===== src/rtl/bt_uart_pkg.sv =====
// Shared definitions for the Bluetooth UART receiver and transmitter:
// FSM state encoding, frame geometry and the default bit period.
package bt_uart_pkg;

    localparam int FRAME_BITS       = 11;
    localparam int DATA_BITS        = 8;
    localparam int CLKS_PER_BIT_DEF = 5208;

    typedef enum logic [2:0] {
        ST_IDLE   = 3'd0,
        ST_START  = 3'd1,
        ST_DATA   = 3'd2,
        ST_PARITY = 3'd3,
        ST_STOP   = 3'd4
    } uart_state_e;

    // Returns 1 when data plus the received parity bit do not give the
    // expected overall parity (0 = even, 1 = odd).
    function automatic logic parity_mismatch(input logic [DATA_BITS-1:0] data,
                                             input logic                 par_bit,
                                             input logic                 odd);
        return (((^data) ^ par_bit) != odd);
    endfunction

endpackage


===== src/rtl/bt_sync2.sv =====
// Two-flop synchronizer for a single asynchronous input bit.
module bt_sync2 #(
    parameter logic RST_VAL = 1'b1
) (
    input  logic clk,
    input  logic rst_n,
    input  logic d_i,
    output logic q_o
);

    logic meta_q;
    logic sync_q;

    // Two-stage capture of the asynchronous input.
    always_ff @(posedge clk or negedge rst_n) begin
        if (!rst_n) begin
            meta_q <= RST_VAL;
            sync_q <= RST_VAL;
        end else begin
            meta_q <= d_i;
            sync_q <= meta_q;
        end
    end

    assign q_o = sync_q;

endmodule


===== src/rtl/bt_uart_rx.sv =====
// UART receiver for the Bluetooth module link: 11-bit frame
// (start, 8 data LSB first, parity, stop), mid-bit sampling,
// valid/ready output with overrun indication.
module bt_uart_rx
    import bt_uart_pkg::*;
#(
    parameter int   CLKS_PER_BIT = CLKS_PER_BIT_DEF,
    parameter logic PARITY_ODD   = 1'b0
) (
    input  logic                 clk,
    input  logic                 rst_n,
    input  logic                 rx,
    input  logic                 ready,
    output logic [DATA_BITS-1:0] dout,
    output logic                 valid,
    output logic                 parity_err,
    output logic                 frame_err,
    output logic                 overrun,
    output logic                 busy
);

    localparam int CNT_W = (CLKS_PER_BIT > 1) ? $clog2(CLKS_PER_BIT) : 1;
    localparam logic [CNT_W-1:0] CNT_LAST = CNT_W'(CLKS_PER_BIT - 1);
    localparam logic [CNT_W-1:0] CNT_MID  = CNT_W'(CLKS_PER_BIT / 2 - 1);
    localparam logic [CNT_W-1:0] CNT_ONE  = CNT_W'(1);

    logic                 rx_s;
    uart_state_e          state_q, state_d;
    logic [CNT_W-1:0]     cnt_q, cnt_d;
    logic [2:0]           idx_q, idx_d;
    logic [DATA_BITS-1:0] shift_q, shift_d;
    logic                 par_err_q, par_err_d;
    logic                 stop_bit_q, stop_bit_d;
    logic                 done_q, done_d;
    logic [DATA_BITS-1:0] dout_q;
    logic                 valid_q;
    logic                 parity_err_q;
    logic                 frame_err_q;
    logic                 overrun_q;
    logic                 busy_q;

    bt_sync2 #(.RST_VAL(1'b1)) u_sync (
        .clk   (clk),
        .rst_n (rst_n),
        .d_i   (rx),
        .q_o   (rx_s)
    );

    // FSM and datapath state registers.
    always_ff @(posedge clk or negedge rst_n) begin
        if (!rst_n) begin
            state_q    <= ST_IDLE;
            cnt_q      <= {CNT_W{1'b0}};
            idx_q      <= 3'd0;
            shift_q    <= {DATA_BITS{1'b0}};
            par_err_q  <= 1'b0;
            stop_bit_q <= 1'b1;
            done_q     <= 1'b0;
        end else begin
            state_q    <= state_d;
            cnt_q      <= cnt_d;
            idx_q      <= idx_d;
            shift_q    <= shift_d;
            par_err_q  <= par_err_d;
            stop_bit_q <= stop_bit_d;
            done_q     <= done_d;
        end
    end

    // Next-state logic: start qualification at half a bit, then sample
    // every full bit period so each sample lands mid-bit.
    always_comb begin
        state_d    = state_q;
        cnt_d      = cnt_q;
        idx_d      = idx_q;
        shift_d    = shift_q;
        par_err_d  = par_err_q;
        stop_bit_d = stop_bit_q;
        done_d     = 1'b0;
        case (state_q)
            ST_IDLE: begin
                cnt_d = {CNT_W{1'b0}};
                if (!rx_s) begin
                    state_d = ST_START;
                end else begin
                    state_d = ST_IDLE;
                end
            end
            ST_START: begin
                if (cnt_q == CNT_MID) begin
                    cnt_d = {CNT_W{1'b0}};
                    idx_d = 3'd0;
                    if (!rx_s) begin
                        state_d = ST_DATA;
                    end else begin
                        state_d = ST_IDLE;  // glitch, not a real start bit
                    end
                end else begin
                    cnt_d = cnt_q + CNT_ONE;
                end
            end
            ST_DATA: begin
                if (cnt_q == CNT_LAST) begin
                    cnt_d   = {CNT_W{1'b0}};
                    shift_d = {rx_s, shift_q[DATA_BITS-1:1]};
                    idx_d   = idx_q + 3'd1;
                    if (idx_q == 3'd7) begin
                        state_d = ST_PARITY;
                    end else begin
                        state_d = ST_DATA;
                    end
                end else begin
                    cnt_d = cnt_q + CNT_ONE;
                end
            end
            ST_PARITY: begin
                if (cnt_q == CNT_LAST) begin
                    cnt_d     = {CNT_W{1'b0}};
                    par_err_d = parity_mismatch(shift_q, rx_s, PARITY_ODD);
                    state_d   = ST_STOP;
                end else begin
                    cnt_d = cnt_q + CNT_ONE;
                end
            end
            ST_STOP: begin
                if (cnt_q == CNT_LAST) begin
                    cnt_d      = {CNT_W{1'b0}};
                    stop_bit_d = rx_s;
                    done_d     = 1'b1;
                    state_d    = ST_IDLE;
                end else begin
                    cnt_d = cnt_q + CNT_ONE;
                end
            end
            default: begin
                state_d = ST_IDLE;
                cnt_d   = {CNT_W{1'b0}};
            end
        endcase
    end

    // Output holding register: a completed frame always loads, even over
    // an unconsumed byte; overrun flags that loss only when not being read.
    always_ff @(posedge clk or negedge rst_n) begin
        if (!rst_n) begin
            dout_q       <= {DATA_BITS{1'b0}};
            valid_q      <= 1'b0;
            parity_err_q <= 1'b0;
            frame_err_q  <= 1'b0;
            overrun_q    <= 1'b0;
        end else if (done_q) begin
            dout_q       <= shift_q;
            valid_q      <= 1'b1;
            parity_err_q <= par_err_q;
            frame_err_q  <= ~stop_bit_q;
            overrun_q    <= valid_q & ~ready;
        end else begin
            overrun_q <= 1'b0;
            if (valid_q && ready) begin
                valid_q <= 1'b0;
            end else begin
                valid_q <= valid_q;
            end
        end
    end

    // Registered busy flag, tracking the FSM leaving IDLE.
    always_ff @(posedge clk or negedge rst_n) begin
        if (!rst_n) begin
            busy_q <= 1'b0;
        end else begin
            busy_q <= (state_d != ST_IDLE);
        end
    end

    assign dout       = dout_q;
    assign valid      = valid_q;
    assign parity_err = parity_err_q;
    assign frame_err  = frame_err_q;
    assign overrun    = overrun_q;
    assign busy       = busy_q;

endmodule


===== config.mk =====
export PLATFORM = sky130hd
export DESIGN_NAME = bt_uart_rx
export DESIGN_NICKNAME = d
export VERILOG_FILES = /design/src/rtl/bt_uart_pkg.sv /design/src/rtl/bt_sync2.sv /design/src/rtl/bt_uart_rx.sv
export SDC_FILE = /design/constraint.sdc
export NUM_CORES = 1
export LEC_CHECK = 0
export BUFFER_PORTS_ARGS = -buffer_cell sky130_fd_sc_hd__buf_4
export CAP_MARGIN = 5
export CORE_MARGIN = 2
export CORE_UTILIZATION = 50
export CTS_CLUSTER_SIZE = 8
export DETAILED_ROUTE_END_ITERATION = 10
export HOLD_SLACK_MARGIN = 0.02
export PLACE_DENSITY_LB_ADDON = 0.08
export SYNTH_ARGS = -nofsm -noshare
export SYNTH_HDL_FRONTEND = slang
export SYNTH_SLANG_ARGS = --single-unit

===== constraint.sdc =====
create_clock -name clk -period 2.2 [get_ports clk]
set_input_delay 0.33 -clock clk [delete_from_list [all_inputs] [get_ports clk]]
set_output_delay 0.33 -clock clk [all_outputs]
set_load 0.01 [all_outputs]

==> impl_metrics.py, run 1 <==
metrics = {
    "timing": {
        "maxSlewHeadroom_pct": 63.5,
        "slew_viol_final": 0,
        "rsz0062_at_grt": "no",
        "min_period_over_period_pct": 86.5,
        "setup_viol": 0,
        "max_freq_mhz": 525,
        "holdWs_ps": 17.8,
        "clock-skew-final_ps": 7.74,
        "period_needed_ps": 1900,
        "setup-tns-final_ps": 0,
        "hold_viol_final": 0,
        "tightest_slew_ps": 547,
    },
    "clock_network": {
        "htreeDepth": 2,
        "clk_pin_slew_ps": 90,
        "ctsResizeCount": 0,
        "cts_made_buffers": 5,
        "tritoncts": "built",
        "hold_buffers": 0,
        "cts-root-buf": "clkbuf_8",
        "clk_latency_ps": 300,
        "clk_path_buf_depth": 2,
        "cts.sinks": 45,
        "postCtsSetupRepairBufs": 0,
    },
    "drt": {
        "drcViolationCount": 0,
        "vias": 1317,
        "viasPerCell": 5.25,
        "antenna_left": 0,
        "first_iter_violations": 76,
        "drt-total-wl_mm": 3.47,
        "wl_per_cell_um": 13.8,
        "dr.pass1.iters": 4,
    },
    "worst_setup_path": {
        "path_cells": "ha_1, nor3b_4, nand4_4, nor3_2, o21ai_1, mux2_2",
        "worst_ep_arrival_time_ps": 2080,
        "crit_family": "simple AND/OR/NAND/NOR gates",
        "critical_path_class": "reg2reg",
        "cp-end-kind": "register",
        "regToRegEndpoint": "idx_q[0]",
        "crit_fanout": 8,
        "critPathBufInv": 0,
        "slowest_delay_ps": 370,
        "slowest_stage": "dfrtp_1",
        "crit_required_ps": 2380,
        "r2r_slack_ps": 300,
        "reg2reg_from": "cnt_q[0]",
        "start_kind": "register",
        "ff2ff_path_depth": 6,
    },
    "placement": {
        "gp_congestion": 0.873,
        "io_buffers": 16,
        "dp.cells": 243,
        "dpl-instance-area_mm2": 0.00218,
        "post-dp-hpwl_mm": 2.46,
    },
    "global_route": {
        "grt_pass1_wl_mm": 6.04,
        "antenna_found_initial": 0,
        "first_global_vias": 1300,
        "grt_use_total_pct": 18.2,
        "grt_max_degree": 46,
        "gr-total-overflow": 0,
    },
    "final_layout": {
        "fillers": 325,
        "drive_gt1_share_pct": 22.9,
        "n_antenna_cell": 0,
        "stdcell_count": 251,
        "finish.utilization_pct": 58.7,
        "syn2layout_area_growth_pct": 15.4,
        "nets": 207,
        "fin_area_mm2": 0.00231,
    },
    "floorplanning": {
        "start_util_pct": 50.9,
        "rows": 23,
        "dieArea_mm2": 0.00453,
        "fp.dieH_um": 67.3,
        "pin_count": 17,
        "core_mm2": 0.00394,
        "die-width_um": 67.3,
    },
    "logic_synthesis": {
        "synth-edff-count": 0,
        "ys_seq_area_share_pct": 56.3,
        "synthAdderAreaFrac_pct": 1.87,
        "syn_nets": 187,
        "synth_compound_area_share_pct": 4.37,
        "synthFlopType": "dfrtp_1",
        "synthCells": 180,
        "yosys.area_share.simple_pct": 20.3,
        "postSynthAreaPerCell_um2": 11.1,
        "yosysWarnings": 0,
        "synth_seq_cells": 45,
        "synthMuxAreaShare_pct": 7.17,
        "synth_xor_area_share_pct": 7.86,
        "syn_area_mm2": 0.00201,
        "synthArstFlopShare_pct": 100,
        "synth_top_family_by_area": "simple AND/OR/NAND/NOR gates",
        "ys_types": 39,
    },
    "power_and_ir_drop": {
        "p_leak_nw": 1.19,
        "powerDensity_mw_per_mm2": 682,
        "ir_drop_mv": 0.391,
    },
    "flow_run": {
        "max_cap_viol_count": 0,
    },
    "outcome": {
        "status": "finished, final reports clean",
    },
    "hold_path": {
        "hold_class": "in2async",
    },
}
[per-stage QoR]
step	power, W	setup WS [ps]
2_1_floorplan	0.000850	512
3_3_place_gp	0.000870	419
3_5_place_dp	0.000871	320
4_1_cts	0.00160	303
5_1_grt	0.00164	94.2
6_report	0.00158	297
[layout by cell type, fill, tap and decap left out, types with 2 or more instances in the layout]
cell type,Yosys,layout
xnor2_1,11,11
nand4_1,4,4
clkbuf_8,0,5
bufinv_16,0,2
nor2b_1,2,2
nand3_1,3,3
a22o_1,2,2
mux2_2,11,11
xor2_1,7,7
buf_4,0,18
dfstp_2,3,3
or3_1,2,2
inv_1,5,5
o21ai_1,3,3
dfrtp_1,42,42
and3_1,3,3
nor3_1,2,2
nand2_1,33,33
nor2_1,19,19
ha_1,3,3
mux2i_1,2,2
[cell usage after synthesis (2+ instances only)]
library cell	n	area share, %
nand2_1	33	6.2
o21ai_1	3	0.75
xor2_1	7	3.1
mux2_2	11	6.2
mux2i_1	2	1.0
xnor2_1	11	4.8
inv_1	5	0.94
nor3_1	2	0.50
dfrtp_1	42	52
nor2_1	19	3.6
or3_1	2	0.62
nand4_1	4	1.2
and3_1	3	0.94
a22o_1	2	0.87
buf_2	3	0.75
dfstp_2	3	3.9
nand3_1	3	0.75
nor2b_1	2	0.62
ha_1	3	1.9
[logic make-up after synthesis]
kind of cell / after synthesis
buf+inv: 10
simple gates: 79
compound gates: 12
mux: 13
xor+xnor: 18
fa+ha+maj: 3
flops: 45
[how the worst max path moves through the flow]
stage                 end     start  cells past startpoint  slack (ps)
2_1_floorplan  shift_q[0]  cnt_q[0]                      7         510
3_3_place_gp   shift_q[0]  cnt_q[0]                      6         420
3_5_place_dp   shift_q[7]  cnt_q[0]                      6         320
4_1_cts        shift_q[7]  cnt_q[0]                      6         300
5_1_grt              busy  cnt_q[0]                      6          90
6_report         idx_q[0]  cnt_q[0]                      6         300
[state kept, by name, indices dropped and copies added, names as in the netlist, 3 cells and up]
register  cells
cnt_q        13
dout          8
idx_q         3
shift_q       8
state_q       3
[where the power goes]
part | internal, W | switching, W
logic | 0.00000473 | 0.0000163
registers | 0.000830 | 0.00000209
clock network | 0.000451 | 0.000274
total | 0.00129 | 0.000293
[final cells by class]
cell class | count | area, um^2 | share of cell area (%)
sequential | 45 | 1130 | 48.8
multi-input combinational | 125 | 835 | 36.1
timing repair buffer | 18 | 135 | 5.84
clock buffer | 5 | 68.8 | 2.97
clock inverter | 3 | 65.1 | 2.81
tap | 50 | 62.6 | 2.70
inverter | 5 | 18.8 | 0.811
[metal layers]
| layer | routed length, um | up-vias | GRT usage, % | part of all wire (%) |
|---|---|---|---|---|
| met5 | 0 | - | 0 | 0 |
| met3 | 141 | 7 | 6.33 | 4.1 |
| li1 | - | 640 | - | - |
| met1 | 1610 | 643 | 24.3 | 46 |
| met4 | 72 | 0 | 8.16 | 2.1 |
| met2 | 1640 | 27 | 26.9 | 47 |
Note: power is estimated with default switching activity, not from simulation.
==> run 2, diff against run 1 <==
GPL_ROUTABILITY_DRIVEN = 1   (was default)
HOLD_SLACK_MARGIN = 0.08   (was 0.02)
SYNTH_HIERARCHICAL = 1   (was default)
==> run 2 against run 1 <==
Against the previous run:
- sequential cell count is the same
- area after synthesis grew 5.2%
- first-iteration DRC count shrank 46%
- design area grew 2.0%
- worst hold slack gained 120 ps
- global-route usage shrank 0.90 points
- routed wire length grew 1.3%
- clock power shrank 16%
==> impl_metrics.py, run 2 <==
metrics = {
    "outcome": {
        "status": "finished, final reports clean",
    },
    "placement": {
        "gp_congestion": 0.890,
        "io_buffers": 16,
        "post-dp-hpwl_mm": 2.53,
    },
    "floorplanning": {
        "core_mm2": 0.00403,
        "start_util_pct": 52.4,
        "fp.dieH_um": 69.0,
        "die-width_um": 69.0,
        "dieArea_mm2": 0.00476,
        "pin_count": 17,
        "rows": 23,
    },
    "logic_synthesis": {
        "synth_seq_cells": 45,
        "syn_nets": 176,
        "ys_types": 43,
        "synth.most_common_cell": "dfrtp_1",
        "yosys.area.top_type_share_pct": 49.8,
        "postSynthAreaPerCell_um2": 12.5,
        "synthFlopType": "dfrtp_1",
        "synthTopCellsByCount": "dfrtp_1 (42), mux2_2 (17), nor2_1 (13)",
        "synth_area_leader_cell": "dfrtp_1",
        "synth-edff-count": 0,
        "yosysWarnings": 6,
        "syn_area_mm2": 0.00211,
        "synth_area_leaders": "dfrtp_1 (50%), mux2_2 (9.1%), xor2_1 (4.1%), dfstp_2 (3.7%), xnor2_1 (2.9%)",
        "synthArstFlopShare_pct": 100,
        "synthCells": 169,
        "ys_seq_area_share_pct": 53.5,
    },
    "clock_network": {
        "cts_made_buffers": 5,
        "clk_path_buf_depth": 2,
        "tritoncts": "built",
        "cts-root-buf": "clkbuf_8",
        "cts.sinks": 45,
        "postCtsSetupRepairBufs": 0,
        "clk_latency_ps": 290,
        "htreeDepth": 2,
        "hold_buffers": 1,
        "ctsResizeCount": 0,
        "clk_pin_slew_ps": 80,
    },
    "drt": {
        "wl_per_cell_um": 15.0,
        "vias": 1274,
        "antenna_left": 0,
        "viasPerCell": 5.42,
        "drt-total-wl_mm": 3.52,
        "first_iter_violations": 41,
        "drcViolationCount": 0,
        "dr.pass1.iters": 4,
    },
    "power_and_ir_drop": {
        "ir_drop_mv": 0.311,
        "powerDensity_mw_per_mm2": 622,
        "p_leak_nw": 1.16,
    },
    "timing": {
        "slew_viol_final": 0,
        "tightest_slew_ps": 572,
        "rsz0062_at_grt": "no",
        "setup_viol": 0,
        "hold_viol_final": 0,
        "min_period_over_period_pct": 85.6,
        "max_freq_mhz": 531,
        "maxSlewHeadroom_pct": 61.8,
        "clock-skew-final_ps": 13.4,
        "period_needed_ps": 1880,
        "setup-tns-final_ps": 0,
    },
    "worst_setup_path": {
        "ff2ff_path_depth": 5,
        "worst_ep_arrival_time_ps": 2040,
        "cp-endpoint": "cnt_q[8]",
        "critical_path_class": "reg2reg",
        "crit_required_ps": 2350,
        "regToRegEndpoint": "cnt_q[8]",
        "cp-end-kind": "register",
        "cp-startpoint": "cnt_q[0]",
        "r2r_slack_ps": 320,
        "crit_fanout": 13,
        "reg2reg_from": "cnt_q[0]",
        "start_kind": "register",
    },
    "final_layout": {
        "layout_commonest_cell": "dfrtp_1",
        "regMostFlops": "cnt_q",
        "final_cell_mix": "dfrtp_1 (42), mux2_2 (17), buf_4 (16), nor2_1 (13), xor2_1 (10)",
        "syn2layout_area_growth_pct": 11.9,
        "largest_reg_flops": 13,
        "nets": 191,
        "drive_gt1_share_pct": 29.2,
        "n_antenna_cell": 0,
        "finish.utilization_pct": 58.6,
    },
    "global_route": {
        "busiest_layer": "met2",
        "antenna_found_initial": 0,
        "grt_use_total_pct": 17.3,
        "gr-total-overflow": 0,
        "grt_max_degree": 46,
        "use_met3_pct": 5.36,
        "first_global_vias": 1256,
        "use_met2_pct": 28.2,
        "grt_pass1_wl_mm": 5.93,
        "gr-usage-met1_pct": 21.9,
    },
    "hold_path": {
        "hold_class": "in2reg",
        "whs_path_depth": 1,
    },
    "flow_run": {
        "max_cap_viol_count": 0,
    },
}
[run 2: cell count changes after synthesis, moves of 4 or more]
| cell | delta |
|---|---|
| xnor2_1 | -4 |
| mux2_2 | +6 |
| nand4_1 | +5 |
| nand2_1 | -29 |
| nor2_1 | -6 |
| a21oi_1 | +4 |
[run 2: layer usage]
metal | up-vias | part of all wire (%)
met5 | - | 0
met4 | 0 | 0.65
met3 | 2 | 2.4
met2 | 16 | 51
met1 | 630 | 46
li1 | 626 | -
[run 2: how the worst min path moves through the flow]
stage | start | endpoint
after detailed placement | rst_n | parity_err
final | rx | u_sync/meta_q
after floorplan | rst_n | busy
after global placement | rst_n | busy
after global routing | rx | u_sync/meta_q
after CTS | rx | u_sync/meta_q
[run 2: power by group]
| part | leakage (nW) | switching (W) | internal, W |
|---|---|---|---|
| Clock | 0.0554 | 0.000271 | 0.000341 |
| Combinational | 0.503 | 0.0000170 | 0.00000614 |
| Sequential | 0.598 | 0.00000233 | 0.000830 |
[run 2: logic make-up (layout without fill, tap and decap cells)]
family	after synthesis	count (layout)	synth area share, %
compound gates	12	12	3.91
xor+xnor	18	18	8.12
fa+ha+maj	3	3	1.78
buf+inv	13	29	3.26
flops	45	45	53.5
mux	21	21	11.7
simple gates	57	57	17.7
[run 2: metrics by stage]
stage          instances  cell area [um^2]  setup slack, ps  power (W)  hold WS [ps]
3_5_place_dp         226              2240              285   0.000872           355
6_report             235              2360              317    0.00147           141
3_3_place_gp         226              2240              397   0.000871           348
4_1_cts              235              2360              284    0.00149           133
2_1_floorplan        169              2110              450   0.000850          34.4
5_1_grt              235              2360              151    0.00154           119
[run 2: cell type report]
cell class | count | area [um^2]
clock buffer | 6 | 72.6
clock inverter | 2 | 38.8
fill | 344 | 1670
inverter | 4 | 15.0
multi-input combinational | 111 | 912
sequential | 45 | 1130
tap | 50 | 62.6
timing repair buffer | 17 | 130
[run 2: worst max-delay path, cell delays in order, from the launching register on]
cell	delay [ps]
dfrtp_1	370
ha_1	210
and2_1	290
and4_4	290
a2bb2oi_2	470
nor2_1	110
==> run 3, diff against run 2 <==
GPL_ROUTABILITY_DRIVEN = 0   (was 1)
SYNTH_HIERARCHICAL = default   (was 1)
==> run 3 against run 2 <==
Against the previous run:
- clock-buffer cell count shrank 1
- first-iteration DRC count is 120% higher
- non-clock buffer count rose by 2
- combinational power is 3% lower
- routed wire length shrank 0.85%
- sequential cell count unchanged
- final cell count is 7.2% higher
- power up 7.6%
- clock power grew 18%
- worst hold slack worse by 3.3 ps
==> impl_metrics.py, run 3 (synthesized netlist as in run 1, its figures left out) <==
metrics = {
    "timing": {
        "clock-skew-final_ps": 7.58,
        "maxSlewHeadroom_pct": 63.4,
        "min_period_over_period_pct": 86.5,
        "tightest_slew_ps": 549,
        "slew_viol_final": 0,
        "setup_viol": 0,
        "period_needed_ps": 1900,
        "holdWs_ps": 138,
        "rsz0062_at_grt": "no",
        "hold_viol_final": 0,
        "setup-tns-final_ps": 0,
        "max_freq_mhz": 525,
    },
    "worst_setup_path": {
        "start_kind": "register",
        "cp-end-kind": "register",
        "critical_path_class": "reg2reg",
        "path_cells": "ha_1, nor3b_4, nand4_4, nor3_2, o21ai_1, mux2_2",
        "crit_required_ps": 2380,
        "r2r_slack_ps": 300,
        "worst_ep_arrival_time_ps": 2080,
        "slowest_stage": "dfrtp_1",
        "crit_fanout": 8,
        "slowest_delay_ps": 370,
    },
    "placement": {
        "io_buffers": 16,
        "post-dp-hpwl_mm": 2.46,
    },
    "final_layout": {
        "layout_commonest_cell": "dfrtp_1",
        "multi_input_area_um2": 835,
        "largest_reg_flops": 13,
        "drive_gt1_share_pct": 22.8,
        "n_antenna_cell": 0,
        "final_cell_mix": "dfrtp_1 (42), nand2_1 (33), nor2_1 (19), buf_4 (18)",
        "syn2layout_area_growth_pct": 15.9,
        "nets": 208,
        "regArea_mm2": 0.00113,
        "regMostFlops": "cnt_q",
        "fillers": 323,
    },
    "drt": {
        "first_iter_violations": 91,
        "antenna_left": 0,
        "drt-total-wl_mm": 3.49,
        "wl_per_cell_um": 13.8,
        "dr.pass1.iters": 4,
        "drcViolationCount": 0,
        "vias": 1327,
        "viasPerCell": 5.27,
    },
    "global_route": {
        "grt_pass1_wl_mm": 6.06,
        "grt_use_total_pct": 18.3,
        "grt_max_degree": 46,
        "first_global_vias": 1303,
        "gr-total-overflow": 0,
        "antenna_found_initial": 0,
    },
    "power_and_ir_drop": {
        "p_leak_nw": 1.19,
        "ir_drop_mv": 0.391,
        "powerDensity_mw_per_mm2": 679,
    },
    "clock_network": {
        "cts_made_buffers": 5,
        "clk_path_buf_depth": 2,
        "tritoncts": "built",
        "cts-root-buf": "clkbuf_8",
        "htreeDepth": 2,
        "clk_latency_ps": 300,
        "cts.sinks": 45,
        "clk_pin_slew_ps": 80,
    },
    "outcome": {
        "status": "finished, final reports clean",
    },
    "hold_path": {
        "hold_class": "in2reg",
    },
    "floorplanning": {
        "die-width_um": 67.3,
        "rows": 23,
        "core_mm2": 0.00394,
        "pin_count": 17,
        "start_util_pct": 50.9,
        "dieArea_mm2": 0.00453,
        "fp.dieH_um": 67.3,
    },
    "flow_run": {
        "max_cap_viol_count": 0,
    },
}
-- run 3: final cells by class --
cell class / instances / share of cell area, %
Clock buffer: 5 / 2.96
Multi-Input combinational cell: 125 / 35.9
Tap cell: 50 / 2.69
Timing Repair Buffer: 19 / 6.24
Sequential cell: 45 / 48.6
Inverter: 5 / 0.807
Clock inverter: 3 / 2.80
-- run 3: what timing repair did --
item,in CTS,in global routing
gates resized for setup,0,0
hold buffers,1,0
endpoints found under the hold margin,42,0
buffers inserted,0,0
-- run 3: worst paths after layout --
kind	startpoint	endpoint	cells past startpoint
hold reg to reg	u_sync.meta_q	u_sync.q_o	0
min in group asynchronous	rst_n	par_err_q	2
max in group asynchronous	rst_n	u_sync.q_o	2
setup / recovery	cnt_q[0]	idx_q[0]	6
setup reg to reg	cnt_q[0]	idx_q[0]	6
hold / removal	rx	u_sync.meta_q	1
-- run 3: worst max-delay path: cells and delay by family, from the launching register on --
family,cells,cell delay [ps]
multiplexers,1,290
adder cells (fa/ha/maj),1,270
AO/OA/AOI/OAI,1,140
flip-flops,1,370
AND/OR/NAND/NOR,3,700
-- run 3: stage by stage --
step                instances  cell area [um^2]  setup WS, ps  power (W)  utilization [%]
floorplan                 180              2010           512   0.000850                -
global placement          243              2180           419   0.000870             55.3
detailed placement        243              2180           320   0.000871             55.3
CTS                       252              2320           303    0.00160             59.0
global route              252              2320          94.2    0.00164             59.0
finish                    252              2320           297    0.00158             59.0
-- run 3: where the power goes --
| part | switching [W] | total, W | internal [W] |
|---|---|---|---|
| Combinational | 0.0000166 | 0.0000225 | 0.00000589 |
| Clock | 0.000274 | 0.000725 | 0.000451 |
| Sequential | 0.00000213 | 0.000832 | 0.000830 |
| Total | 0.000293 | 0.00158 | 0.00129 |
-- run 3: metal layers --
layer  track usage [%]  up-vias  wire, um
met4              8.16        0        72
met5                 0        -         0
met1              24.3      646      1610
met3              6.33        7       153
li1                  -      642         -
met2              27.0       32      1650
